## config.mk

```make
export PLATFORM = sky130hd
export DESIGN_NAME = fifo_level
export DESIGN_NICKNAME = d
export VERILOG_FILES = /design/src/rtl/fifo_pkg.sv /design/src/rtl/fifo_ram.sv /design/src/rtl/fifo_level.sv
export SDC_FILE = /design/constraint.sdc
export NUM_CORES = 1
export LEC_CHECK = 0
export CORE_MARGIN = 2
export CORE_UTILIZATION = 45
export DETAILED_ROUTE_END_ITERATION = 16
export GPL_TIMING_DRIVEN = 1
export HOLD_SLACK_MARGIN = 0.08
export SETUP_SLACK_MARGIN = 0.5
export SYNTH_ARGS = -nofsm -noshare
export SYNTH_HDL_FRONTEND = slang
export SYNTH_HIERARCHICAL = 1
export SYNTH_SLANG_ARGS = --single-unit
```

## constraint.sdc

```tcl
create_clock -name i_clk -period 2.97 [get_ports i_clk]
set_clock_uncertainty 0.1 [all_clocks]
set_input_delay 0.594 -clock i_clk [delete_from_list [all_inputs] [get_ports i_clk]]
set_output_delay 0.594 -clock i_clk [all_outputs]
set_load 0.01 [all_outputs]
```

## src/rtl/fifo_pkg.sv

```systemverilog
// fifo_pkg: read-mode encodings and width helper shared by the FIFO blocks
package fifo_pkg;
  localparam int FIFO_MODE_STD = 0;
  localparam int FIFO_MODE_FWFT = 1;
  function automatic int clog2(input int v);
    int r;
    r = 0;
    while ((1 << r) < v) r++;
    return r;
  endfunction
endpackage

```

## src/rtl/fifo_ram.sv

```systemverilog
// fifo_ram: Depth x Width register array, sync write, async read
// i_clk clock; i_we/i_wr_addr/i_wr_data write port; i_rd_addr/o_rd_data read port
module fifo_ram
  import fifo_pkg::*;
#(
  parameter int Width = 8,
  parameter int Depth = 16
) (
  input  logic                      i_clk,
  input  logic                      i_we,
  input  logic [clog2(Depth)-1:0]   i_wr_addr,
  input  logic [Width-1:0]          i_wr_data,
  input  logic [clog2(Depth)-1:0]   i_rd_addr,
  output logic [Width-1:0]          o_rd_data
);
  logic [Width-1:0] mem [Depth];
  always_ff @(posedge i_clk)
    if (i_we) mem[i_wr_addr] <= i_wr_data;
  assign o_rd_data = mem[i_rd_addr];
endmodule

```

## src/rtl/fifo_level.sv

```systemverilog
// fifo_level: single-clock FIFO with fill level, thresholds, sticky errors, flush, STD/FWFT read
// i_clk/i_rst clock and async reset; i_clr flush; i_wr/i_data write; i_rd read (FWFT: head ack)
// o_data/o_valid read data; o_full/o_empty/o_almost_full/o_almost_empty/o_count level status
// o_overflow/o_underflow sticky error flags
module fifo_level
  import fifo_pkg::*;
#(
  parameter int Width       = 8,
  parameter int Depth       = 16,
  parameter int AlmostFull  = 14,
  parameter int AlmostEmpty = 2,
  parameter int Mode        = FIFO_MODE_STD
) (
  input  logic                      i_clk,
  input  logic                      i_rst,
  input  logic                      i_clr,
  input  logic                      i_wr,
  input  logic [Width-1:0]          i_data,
  input  logic                      i_rd,
  output logic [Width-1:0]          o_data,
  output logic                      o_valid,
  output logic                      o_full,
  output logic                      o_empty,
  output logic                      o_almost_full,
  output logic                      o_almost_empty,
  output logic [clog2(Depth):0]     o_count,
  output logic                      o_overflow,
  output logic                      o_underflow
);
  localparam int AW = clog2(Depth);
  localparam int CW = AW + 1;
  if (Width < 1) begin : g_bad_width
    $fatal(1, "fifo_level: Width must be >= 1");
  end
  if (Depth < 2 || (Depth & (Depth - 1)) != 0) begin : g_bad_depth
    $fatal(1, "fifo_level: Depth must be a power of 2 and >= 2");
  end
  if (AlmostFull < 1 || AlmostFull > Depth) begin : g_bad_af
    $fatal(1, "fifo_level: AlmostFull must be in 1..Depth");
  end
  if (AlmostEmpty < 0 || AlmostEmpty > Depth - 1) begin : g_bad_ae
    $fatal(1, "fifo_level: AlmostEmpty must be in 0..Depth-1");
  end
  if (Mode != FIFO_MODE_STD && Mode != FIFO_MODE_FWFT) begin : g_bad_mode
    $fatal(1, "fifo_level: Mode must be 0 (STD) or 1 (FWFT)");
  end
  logic [AW-1:0]    wr_ptr, rd_ptr;
  logic [Width-1:0] ram_q, data_q;
  logic             valid_q, wr_acc, rd_acc;
  logic [CW-1:0]    cnt_nxt;
  // flush wins over both requests so nothing is stored or consumed in a clr cycle
  assign wr_acc  = i_wr && !o_full && !i_clr;
  assign rd_acc  = i_rd && !o_empty && !i_clr;
  assign cnt_nxt = o_count + CW'(wr_acc) - CW'(rd_acc);
  fifo_ram #(.Width(Width), .Depth(Depth)) u_ram (
    .i_clk     (i_clk),
    .i_we      (wr_acc),
    .i_wr_addr (wr_ptr),
    .i_wr_data (i_data),
    .i_rd_addr (rd_ptr),
    .o_rd_data (ram_q)
  );
  always_ff @(posedge i_clk or posedge i_rst)
    if (i_rst) begin
      wr_ptr         <= '0;
      rd_ptr         <= '0;
      o_count        <= '0;
      o_full         <= 1'b0;
      o_empty        <= 1'b1;
      o_almost_full  <= 1'b0;
      o_almost_empty <= 1'b1;
      o_overflow     <= 1'b0;
      o_underflow    <= 1'b0;
      data_q         <= '0;
      valid_q        <= 1'b0;
    end else if (i_clr) begin
      wr_ptr         <= '0;
      rd_ptr         <= '0;
      o_count        <= '0;
      o_full         <= 1'b0;
      o_empty        <= 1'b1;
      o_almost_full  <= 1'b0;
      o_almost_empty <= 1'b1;
      o_overflow     <= 1'b0;
      o_underflow    <= 1'b0;
      valid_q        <= 1'b0;
    end else begin
      wr_ptr         <= wr_ptr + AW'(wr_acc);
      rd_ptr         <= rd_ptr + AW'(rd_acc);
      o_count        <= cnt_nxt;
      o_full         <= cnt_nxt == CW'(Depth);
      o_empty        <= cnt_nxt == '0;
      o_almost_full  <= cnt_nxt >= CW'(AlmostFull);
      o_almost_empty <= cnt_nxt <= CW'(AlmostEmpty);
      o_overflow     <= o_overflow | (i_wr & o_full);
      o_underflow    <= o_underflow | (i_rd & o_empty);
      if (rd_acc) data_q <= ram_q;
      valid_q        <= rd_acc;
    end
  // FWFT shows the head straight from the array; forced to 0 while empty so the
  // output never exposes stale or uninitialised storage
  assign o_data  = (Mode == FIFO_MODE_FWFT) ? (o_empty ? '0 : ram_q) : data_q;
  assign o_valid = (Mode == FIFO_MODE_FWFT) ? !o_empty : valid_q;
endmodule

```

After elaboration in Yosys (flattened, before gate mapping)
Memory sizes are Yosys's and may differ from the RTL's. A register that Yosys moved wholly into a read port is not among the register bits.
Cells that the tools add are included.
{"block": "totals", "regBits": 20, "latchBits": 0, "ram_bits": 128, "rom_bits": 0, "out_inout_bits": 20, "mem_count": 1}
{"block": "op_classes", "n_addsub": 4, "mul": 0, "n_div": 0, "order_cmp": 2, "eq_ne": 1, "n_shift": 0, "n_mux": 12, "bitwise": 5, "reduce_logical": 9}
{"memory": "u_ram.mem", "depth": 16, "word_bits": 8, "rd": 1, "rd_clocked_by_memory_dff": 1, "write_ports": 1, "line": "fifo_ram.sv:16", "rtl": "logic [Width-1:0] mem [Depth];"}
{"operator": "1-bit 2-to-1 mux", "n": 9}
{"operator": "4-bit by 1-bit adder with 4-bit output", "n": 2}
{"operator": "4-bit 2-to-1 mux", "n": 2}
{"operator": "5-bit by 1-bit adder with 5-bit output", "n": 1}
{"operator": "5-bit equality test (second input constant)", "n": 1}
{"operator": "5-bit by 4-bit >= comparator with 1-bit output (second input constant)", "n": 1}
{"operator": "5-bit by 2-bit <= comparator with 1-bit output (second input constant)", "n": 1}
{"operator": "5-bit zero test", "n": 1}
{"operator": "5-bit 2-to-1 mux", "n": 1}
{"operator": "5-bit by 1-bit subtractor with 5-bit output", "n": 1}
{"operator": "1-bit logical AND", "n": 4}
{"operator": "1-bit zero test", "n": 3}
{"operator": "1-bit bitwise AND", "n": 2}
{"operator": "1-bit OR", "n": 2}
{"operator": "2-bit AND reduction", "n": 1}
{"operator": "1-bit NOT", "n": 1}

Logic depth before layout (Yosys ltp)
Gate-level depths: netlist (run 1).
{"block": "depth", "ltp_word": 7, "mapped_depth": 12, "ltp_nobuf": 11}

Cells and area by module
The synthesis (run 1) kept the hierarchy.
{"mod": "fifo_ram", "instances": 1, "cells_per_inst": 221, "area_each_um2": 4987.3, "seq_area_each_um2": 3843.7}
{"mod": "fifo_level", "instances": 1, "cells_per_inst": 113, "area_each_um2": 1350.0, "seq_area_each_um2": 703.2}

Worst setup path after synthesis (run 1)
Ideal clock, no wire load.
{"block": "synth_timing", "kind": "input to register", "start": "input i_clr", "end": "register o_almost_empty", "setup_ns": 0.063, "arrival_ns": 3.006, "required_time_ns": 2.807, "path_slack_ns": -0.199, "path_stages": 12, "n_path_buf": 1, "path_cell_list": "buf_1 -> nor3b_1 -> inv_1 -> ha_1 -> inv_1 -> ha_1 -> inv_1 -> fa_1 -> nand2b_1 -> a21oi_2 -> xnor2_2 -> a41o_1"}
{"block": "synth_via", "elab_chain_cells": 6, "elab_cells_between_ends": 7, "cone_classes": "add/sub: 2; order compare: 1; mux: 1; reduce/logical: 3"}
{"element": "start: declaration", "line": "fifo_level.sv:16", "rtl": "input logic i_clr,"}
{"element": "1-bit zero test", "line": "fifo_level.sv:52", "rtl": "assign wr_acc = i_wr && !o_full && !i_clr;"}
{"element": "1-bit logical AND", "line": "fifo_level.sv:52"}
{"element": "named net wr_acc", "line": "fifo_level.sv:49", "rtl": "logic valid_q, wr_acc, rd_acc;"}
{"element": "5-bit by 1-bit adder with 5-bit output", "line": "fifo_level.sv:54", "rtl": "assign cnt_nxt = o_count + CW'(wr_acc) - CW'(rd_acc);"}
{"element": "5-bit by 1-bit subtractor with 5-bit output", "line": "fifo_level.sv:54"}
{"element": "5-bit by 2-bit <= comparator with 1-bit output", "line": "fifo_level.sv:94", "rtl": "o_almost_empty <= cnt_nxt <= CW'(AlmostEmpty);"}
{"element": "1-bit 2-to-1 mux", "line": "fifo_level.sv:76", "rtl": "end else if (i_clr) begin"}
{"element": "end signal: assignment", "line": "fifo_level.sv:94"}
{"element": "end: declaration", "line": "fifo_level.sv:25", "rtl": "output logic o_almost_empty,"}
The timed path passes the listed nets, and every way through them passes these cells.

Final worst setup path (run 1)
{"block": "layout_timing", "start": "register o_full", "end": "register o_almost_full"}
{"block": "layout_via", "elab_chain_cells": 7}
{"element": "start: declaration", "line": "fifo_level.sv:22", "rtl": "output logic o_full,"}
{"element": "start signal: assignment", "line": "fifo_level.sv:91", "rtl": "o_full <= cnt_nxt == CW'(Depth);"}
{"element": "1-bit zero test", "line": "fifo_level.sv:52"}
{"element": "1-bit logical AND (2 in series)", "line": "fifo_level.sv:52"}
{"element": "named net wr_acc", "line": "fifo_level.sv:49"}
{"element": "5-bit by 1-bit adder with 5-bit output", "line": "fifo_level.sv:54"}
{"element": "5-bit by 1-bit subtractor with 5-bit output", "line": "fifo_level.sv:54"}
{"element": "5-bit by 4-bit >= comparator with 1-bit output", "line": "fifo_level.sv:93", "rtl": "o_almost_full <= cnt_nxt >= CW'(AlmostFull);"}
{"element": "1-bit 2-to-1 mux", "line": "fifo_level.sv:76"}
{"element": "end signal: assignment", "line": "fifo_level.sv:93"}
{"element": "end: declaration", "line": "fifo_level.sv:24", "rtl": "output logic o_almost_full,"}
The timed path passes the listed nets, and every way through them passes these cells.

==> flow_results.org, run 1 <==
** Outcome
- Status :: complete, no violations

** Power
- Dividing total power by cell area gives a power density of 773 mW/mm2.
- Leakage :: 2.69 nW
- Across the VDD grid, the largest voltage drop is 0.449 mV.

** Worst setup path
- Critical path class :: reg2reg
- Number of cell instances on the worst register-to-register path :: 11
- The most critical setup path has its endpoint at o_almost_full.
- In this run the worst setup path begins at o_full.
- Critical R2R Capture :: o_almost_full
- The setup check on the worst reg-to-reg path leaves a slack of 540 ps.
- STA classifies the critical path startpoint as a register.
- R2r startpoint :: o_full
- Along the worst path, the maximum fanout reaches 5.
- Crit path required time :: 3170 ps
- For the worst setup path, the data arrival time is 2630 ps.
- STA classifies the critical path endpoint as a register.

** Detailed routing
- Number of vias in the routed layout :: 3244
- Wire length per cell :: 21.4 um
- After detailed routing, the number of remaining DRC violations is 0.
- Drt initial violations :: 283
- Using the TritonRoute via totals, the vias-per-cell ratio works out to 5.41.
- ANT nets after route :: 0
- Sum of routed wire length over all layers :: 12800 um
- Number of detailed-route iterations in the first pass :: 4

** Placement
- Final weighted congestion in routability-driven placement :: 0.751
- Dpl cell area :: 0.00708 mm2
- HPWL reported at the end of detailed placement :: 8290 um
- During placement, the flow inserted port buffers numbering 32.

** Yosys
- The cell area that synthesis handed to floorplanning was 0.00634 mm2.
- For this run, asynchronously set or reset flops after synthesis account for 0.179.
- Seq/Total Area, Yosys :: 0.717
- The largest total area in the synthesized netlist belongs to edfxtp_1.
- Count of cell types in the netlist :: 45
- Synthesis produced a netlist whose cell count is 334.
- Area share of the largest cell type after synthesis :: 0.607
- The average instance in the mapped netlist occupies 19.0 um2.
- In this run, synthesis produced a sequential element count of 156.
- During synthesis, Yosys emitted a total of 6 warnings.
- Most instantiated flip-flop cell in the synthesis netlist :: edfxtp_1
- Area contributors post-synth :: edfxtp_1 (61%), dfrtp_1 (10%), mux4_2 (6.4%), mux4_1 (5.8%), a22oi_1 (2.0%)
- Yosys mapped a number of flops with a built-in enable equal to 128.
- Synthesis produced a netlist with a net count of 357.
- In the synthesized netlist, the cells that appear most often are edfxtp_1 (128), dfrtp_1 (26), nor2_1 (23), mux4_2 (18), a22oi_1 (17).
- Most common cell in the synthesized netlist :: edfxtp_1

** Clocking
- CTS built an H-tree with a depth of 4.
- Clock tree synthesis selected as its root buffer the cell clkbuf_16.
- Clock input transition at the sequential cells of the worst setup and hold paths :: 60 ps
- Sinks on the clock net :: 156
- The longest clock path from root to sink contains 2 buffers.
- Clock latency on the worst-skew pair, taken at its later pin, is 430 ps.
- CTS tree :: done
- Number of buffers added by the clock tree synthesis step :: 17
- Hold_buf cts :: 0

** Global route
- Pin count of the biggest net entering global routing :: 35
- Sum of overflow across all layers after global routing :: 0
- The first global-routing pass estimated 19800 um of wire.
- In the global route stage, overall resource usage came out at 0.189.
- Via count of the first global-routing pass :: 3350
- Initial antenna violation count :: 0

** Min path
- In this run the worst hold path is classified as reg2reg.
- Hold path depth :: 1

** STA
- The final number of hold-violating endpoints is 0.
- Setup repair after global routing could not meet its margin everywhere.
- Hold slack final :: 407 ps
- Counting I/O delays and the setup requirement, the final critical path takes 2430 ps.
- For the pin with the worst max-slew slack, the measured transition is 818 ps.
- Final setup violation count :: 0
- Measured against its own limit, the worst slew margin works out to 0.453.
- Based on the critical path, the design can be clocked at up to 0.412 GHz.
- Pins over their slew limit :: 0
- Ratio of final minimum period to clock period :: 0.818

** Floorplanning
- Die width :: 123 um
- For this configuration, the core starts out at a cell density of 0.458.
- After floorplanning, the core was sized to cover 0.0138 mm2.
- In this run the core area contains 43 standard-cell rows.
- 33 I/O pins were placed.
- Die area :: 0.0150 mm2
- Chip height :: 123 um

** Cells and area
- Area growth, synth to finish :: 21.6%
- Count of antenna diodes in the layout :: 0
- Once layout is done, the placed cells without fillers occupy 0.00770 mm2.
- The filler cells instantiated in the layout total 1069.
- Util after Layout :: 0.557
- Share of cells above drive strength 1 :: 0.267
- Number of nets at the end of the flow :: 430

** Run
- Max-cap violations in this run came to 0.
==> layer usage <==
| layer | vias to the layer above | GRT usage | routed length (um) |
|---|---|---|---|
| met4 | 0 | 0.0668 | 102 |
| met2 | 64 | 0.298 | 6500 |
| li1 | 1476 | - | - |
| met5 | - | 0 | 0 |
| met1 | 1698 | 0.258 | 5730 |
| met3 | 6 | 0.0479 | 498 |
==> timing repair <==
item | CTS | global route
hold endpoints to repair | 0 | 0
cloned | 0 | 0
setup buffers | 4 | 1
endpoints found under the setup margin | 6 | 6
pin swaps | 6 | 7
gates resized for setup | 10 | 5
==> how the worst min path moves through the flow <==
| stage | from | end | slack (ps) |
|---|---|---|---|
| after global routing | o_data[3] | o_data[3] | 430 |
| after detailed placement | o_overflow | o_overflow | 400 |
| after floorplan | o_underflow | o_underflow | 430 |
| final | o_data[7] | o_data[7] | 410 |
| after global placement | o_underflow | o_underflow | 380 |
| after CTS | o_data[7] | o_data[7] | 420 |
==> flip-flops by register name, indices dropped and copies added (netlist names) <==
register / cells
wr_ptr: 4
o_empty: 1
o_overflow: 1
o_count: 5
o_almost_full: 1
u_ram/mem: 128
o_almost_empty: 1
o_underflow: 1
o_valid: 1
o_data: 8
o_full: 1
rd_ptr: 4
==> where the power goes <==
group          switching (mW)  internal (mW)  total, mW
logic                   0.609          0.706       1.32
clock network           0.796           1.22       2.01
registers               0.118           2.51       2.63
total                    1.52           4.43       5.96
==> through the flow <==
stage               power (mW)  instances  setup WS [ps]  setup TNS [ps]
finish                    5.96        600            541               0
global route              6.22        600            426               0
CTS                       5.98        599            508               0
detailed placement        3.90        563           -282           -1230
global placement          3.87        563           -232            -984
floorplan                 3.45        334            182               0
==> placed cells by master (no fill, tap or decap), drive strengths merged, types with 8 or more instances in the layout <==
cell	count
a22oi	17
buf	36
ha	9
clkdlybuf4s50	29
dfrtp	26
nor2	24
clkbuf	24
edfxtp	128
inv	13
mux4	32
nand2	11
mux2	8
==> critical path, cell delays in order, from the launching register on <==
cell and delay [ps]:
dfrtp_1 410, nor3b_4 230, inv_2 60, ha_4 210, inv_2 60, ha_4 130, inv_2 40, fa_2 380
nand2b_4 190, a21oi_4 220, xnor2_4 160, o22ai_1 120
==> layout make-up <==
type,count,area [um2],area share
Clock buffer,24,483,0.0627
Clock inverter,8,66.3,0.00861
Inverter,11,41.3,0.00536
Multi-Input combinational cell,154,1750,0.227
Sequential cell,156,4550,0.591
Tap cell,180,225,0.0292
Timing Repair Buffer,67,588,0.0763
==> cell families (layout without fill, tap and decap cells) <==
kind of cell / Yosys count / after routing / share of synthesized area
AO/OA/AOI/OAI: 31 / 31 / 0.0377
XOR/XNOR: 7 / 7 / 0.0120
adder cells (fa/ha/maj): 10 / 10 / 0.0209
buffers and inverters: 24 / 110 / 0.0221
flip-flops: 156 / 156 / 0.717
multiplexers: 40 / 40 / 0.136
AND/OR/NAND/NOR: 66 / 66 / 0.0535
(Power assumes the default switching activity.)
==> run 2: changes to the inputs <==
==> constraint.sdc (replaced) <==
create_clock -name i_clk -period 2.3 [get_ports i_clk]
set_clock_uncertainty 0.1 [all_clocks]
set_input_delay 0.46 -clock i_clk [delete_from_list [all_inputs] [get_ports i_clk]]
set_output_delay 0.46 -clock i_clk [all_outputs]
set_load 0.01 [all_outputs]
==> run 2 against run 1 <==
The run now ends with setup timing left. First-iteration DRC count increased by 3.2%. Routed wire length increased by 6.2%. Global-route usage increased by 0.41 points. Register-to-register slack got worse by 700 ps. Final area increased by 8.6%. Sequential power increased by 28%. Largest power group unchanged.
==> flow_results.org, run 2 (synthesis results as in run 1) <==
** Cells and area
- Commonest cells after routing, fill and taps aside :: edfxtp_1 (128), mux4_2 (32), dfrtp_1 (23), buf_6 (22)
- Count of fill cells added during filler insertion :: 1008
- Register with the most flip-flops :: u_ram/mem
- Util after Layout :: 0.605
- The register with the most flip-flops in the layout has 128 of them.
- Footprint of the flip-flops and latches :: 0.00455 mm2
- Fin area :: 0.00837 mm2
- Number of nets at the end of the flow :: 456
- Compared with the post-synthesis result, the final layout area differs by 32.1%.
- The library cell used most frequently in the layout, excluding fill and tap cells, is edfxtp_1.
- Area used by multi-input combinational logic :: 0.00195 mm2
- Of the cells placed in the final design, the portion with a size suffix greater than 1 is 0.415.
- Count of antenna diodes in the layout :: 0

** Placement
- Dpl cell area :: 0.00740 mm2
- Port Buffer Count :: 32
- Final weighted congestion in routability-driven placement :: 0.738
- HPWL reported at the end of detailed placement :: 8530 um

** Floorplanning
- Chip height :: 123 um
- Area inside the core boundary :: 0.0138 mm2
- Initial core utilization :: 0.458
- The floorplan step set the die width to 123 um.
- The floorplan has 43 rows.
- Count of boundary I/O pins :: 33
- Die area :: 0.0150 mm2

** Clocking
- Sinks on the clock net :: 156
- After clock tree synthesis, the clock-pin slew on the worst setup and hold paths is 60 ps.
- For this design, the CTS-stage hold fixing added 0 buffers.
- No sink is reached through more buffers than the 2 on the longest clock path.
- CTS tree :: done
- The cell sitting at the root of the clock tree is a clkbuf_16.
- The H-tree generated during clock tree synthesis spans 4 levels.
- Insertion delay to the later sink of the worst-skew pair :: 420 ps
- Number of buffers added by the clock tree synthesis step :: 17

** Global route
- Sum of overflow across all layers after global routing :: 0
- Pin count of the biggest net entering global routing :: 35
- Global-route wire length before repair :: 20300 um
- Via count of the first global-routing pass :: 3449
- The initial antenna violation count was 0.
- Global routing usage summed across all routing layers :: 0.194

** Worst setup path
- For this run, the slowest stage of the critical path takes 410 ps.
- Crit path launch type :: register
- By instance count, the cell type seen most on the critical path is inv_2.
- Among all stages on the critical path, the largest delay is contributed by dfrtp_1.
- Critical path class :: reg2reg
- Kind of capture point of the worst setup path :: register
- Flop-to-flop setup slack :: -160 ps
- Critical R2R Capture :: o_almost_empty
- Crit path required time :: 2560 ps
- The most critical setup path has its endpoint at o_almost_empty.
- The number of cells on the worst reg-to-reg path is 11.
- Walking the worst path, the cells encountered are nor3b_4 > inv_1 > ha_1 > inv_2 > ha_4 > inv_2 > fa_2 > nand2b_4 > a21oi_4 > xnor2_4 > a41o_1.
- Of all nets on the critical path, the largest fanout is 5.
- Data on the critical path arrives at its endpoint at 2720 ps.
- The startpoint identified for the worst register-to-register timing path is o_full.
- Start point of the critical path :: o_full

** Detailed routing
- Number of detailed-route iterations in the first pass :: 5
- In this run the remaining antenna-violating nets after routing total 0.
- DRC violation count after routing :: 0
- Drt initial violations :: 292
- Sum of routed wire length over all layers :: 13600 um
- Number of vias per cell :: 5.38
- The final route contains 3366 vias.
- Wire length per cell :: 21.8 um

** STA
- Setup slack on the critical path of the routed design comes to -157 ps.
- Counting I/O delays and the setup requirement, the final critical path takes 2460 ps.
- Setup violations remaining at the end of the flow were counted as 5.
- In the finished design, the share of the clock period the worst path needs comes to 1.07.
- Setup total negative slack on the finished layout was measured at -601 ps.
- The count of final max-slew check failures is 0.
- The tightest hold path in the finished design has a slack of 313 ps.
- Transition at the pin with the smallest max-transition slack :: 666 ps
- The final number of hold-violating endpoints was 0.
- The worst pin sits at a relative slew slack of 0.555.
- RSZ-0062 raised after global routing :: yes
- Static timing analysis puts the maximum clock frequency at 0.407 GHz.

** Outcome
- Status :: finished, violations left
- The checks that failed: setup timing.

** Power
- Leakage :: 2.90 nW
- Summing internal, switching and leakage power gives 7.81 mW.
- Power density relative to cell area :: 933 mW/mm2
- Worst vdd ir :: 1.02 mV

** Run
- Count of max-cap constraint violations :: 0

** Min path
- The tightest min-delay check is of the in2async type.
run 2: routing by layer:
metal,routed length [um],vias up,share of wire,GRT usage
met5,0,-,0,0
li1,-,1525,-,-
met2,7200,73,0.53,0.324
met1,5810,1759,0.43,0.245
met3,482,9,0.035,0.0548
met4,145,0,0.011,0.0611
run 2: how the worst min path moves through the flow:
stage	slack, ps	cells past startpoint	endpoint	startpoint
2_1_floorplan	420	1	o_almost_full	i_rst
3_3_place_gp	380	2	o_underflow	o_underflow
3_5_place_dp	390	2	o_overflow	o_overflow
4_1_cts	310	3	o_data[7]	i_rst
5_1_grt	360	3	o_data[7]	i_rst
6_report	310	3	o_data[4]	i_rst
run 2: repair_timing:
action / 4_1_cts / 5_1_grt
cloned: 2 / 0
setup endpoints to repair: 159 / 150
setup buffers: 8 / 8
hold endpoints to repair: 0 / 0
pin swaps: 24 / 9
gates resized for setup: 85 / 17
run 2: final cells by class:
type	count	share of cell area
clock inverters	10	0.00897
well taps	180	0.0269
inverters	11	0.00493
clock buffers	22	0.0531
repair buffers	93	0.129
multi-input cells	154	0.233
flip-flops and latches	156	0.544
run 2: power breakdown:
| group | switching [mW] | total (mW) | internal, mW | leakage, nW |
|---|---|---|---|---|
| Sequential | 0.115 | 3.36 | 3.24 | 1.51 |
| Combinational | 0.924 | 1.97 | 1.04 | 1.15 |
| Clock | 1.02 | 2.49 | 1.46 | 0.248 |
run 2: critical path: cells and delay by family (launching register included):
family | cells | cell delay, ps
compound gates | 2 | 390
fa+ha+maj | 3 | 790
simple gates | 2 | 380
xor+xnor | 1 | 160
buf+inv | 3 | 160
flops | 1 | 410
run 2: through the flow:
stage	instances	setup slack (ps)
floorplan	334	-354
global placement	576	-771
detailed placement	576	-837
CTS	618	-160
global route	626	-254
finish	626	-157
==> run 3: changes to the inputs <==
--- a/config.mk
+++ b/config.mk
@@ -7,6 +7,7 @@
 export LEC_CHECK = 0
 export CORE_MARGIN = 2
 export CORE_UTILIZATION = 45
+export CTS_CLUSTER_DIAMETER = 120
 export DETAILED_ROUTE_END_ITERATION = 16
 export GPL_TIMING_DRIVEN = 1
 export HOLD_SLACK_MARGIN = 0.08
==> results of run 3 <==
The final DEF is identical to that of run 2; final timing and power are the same.
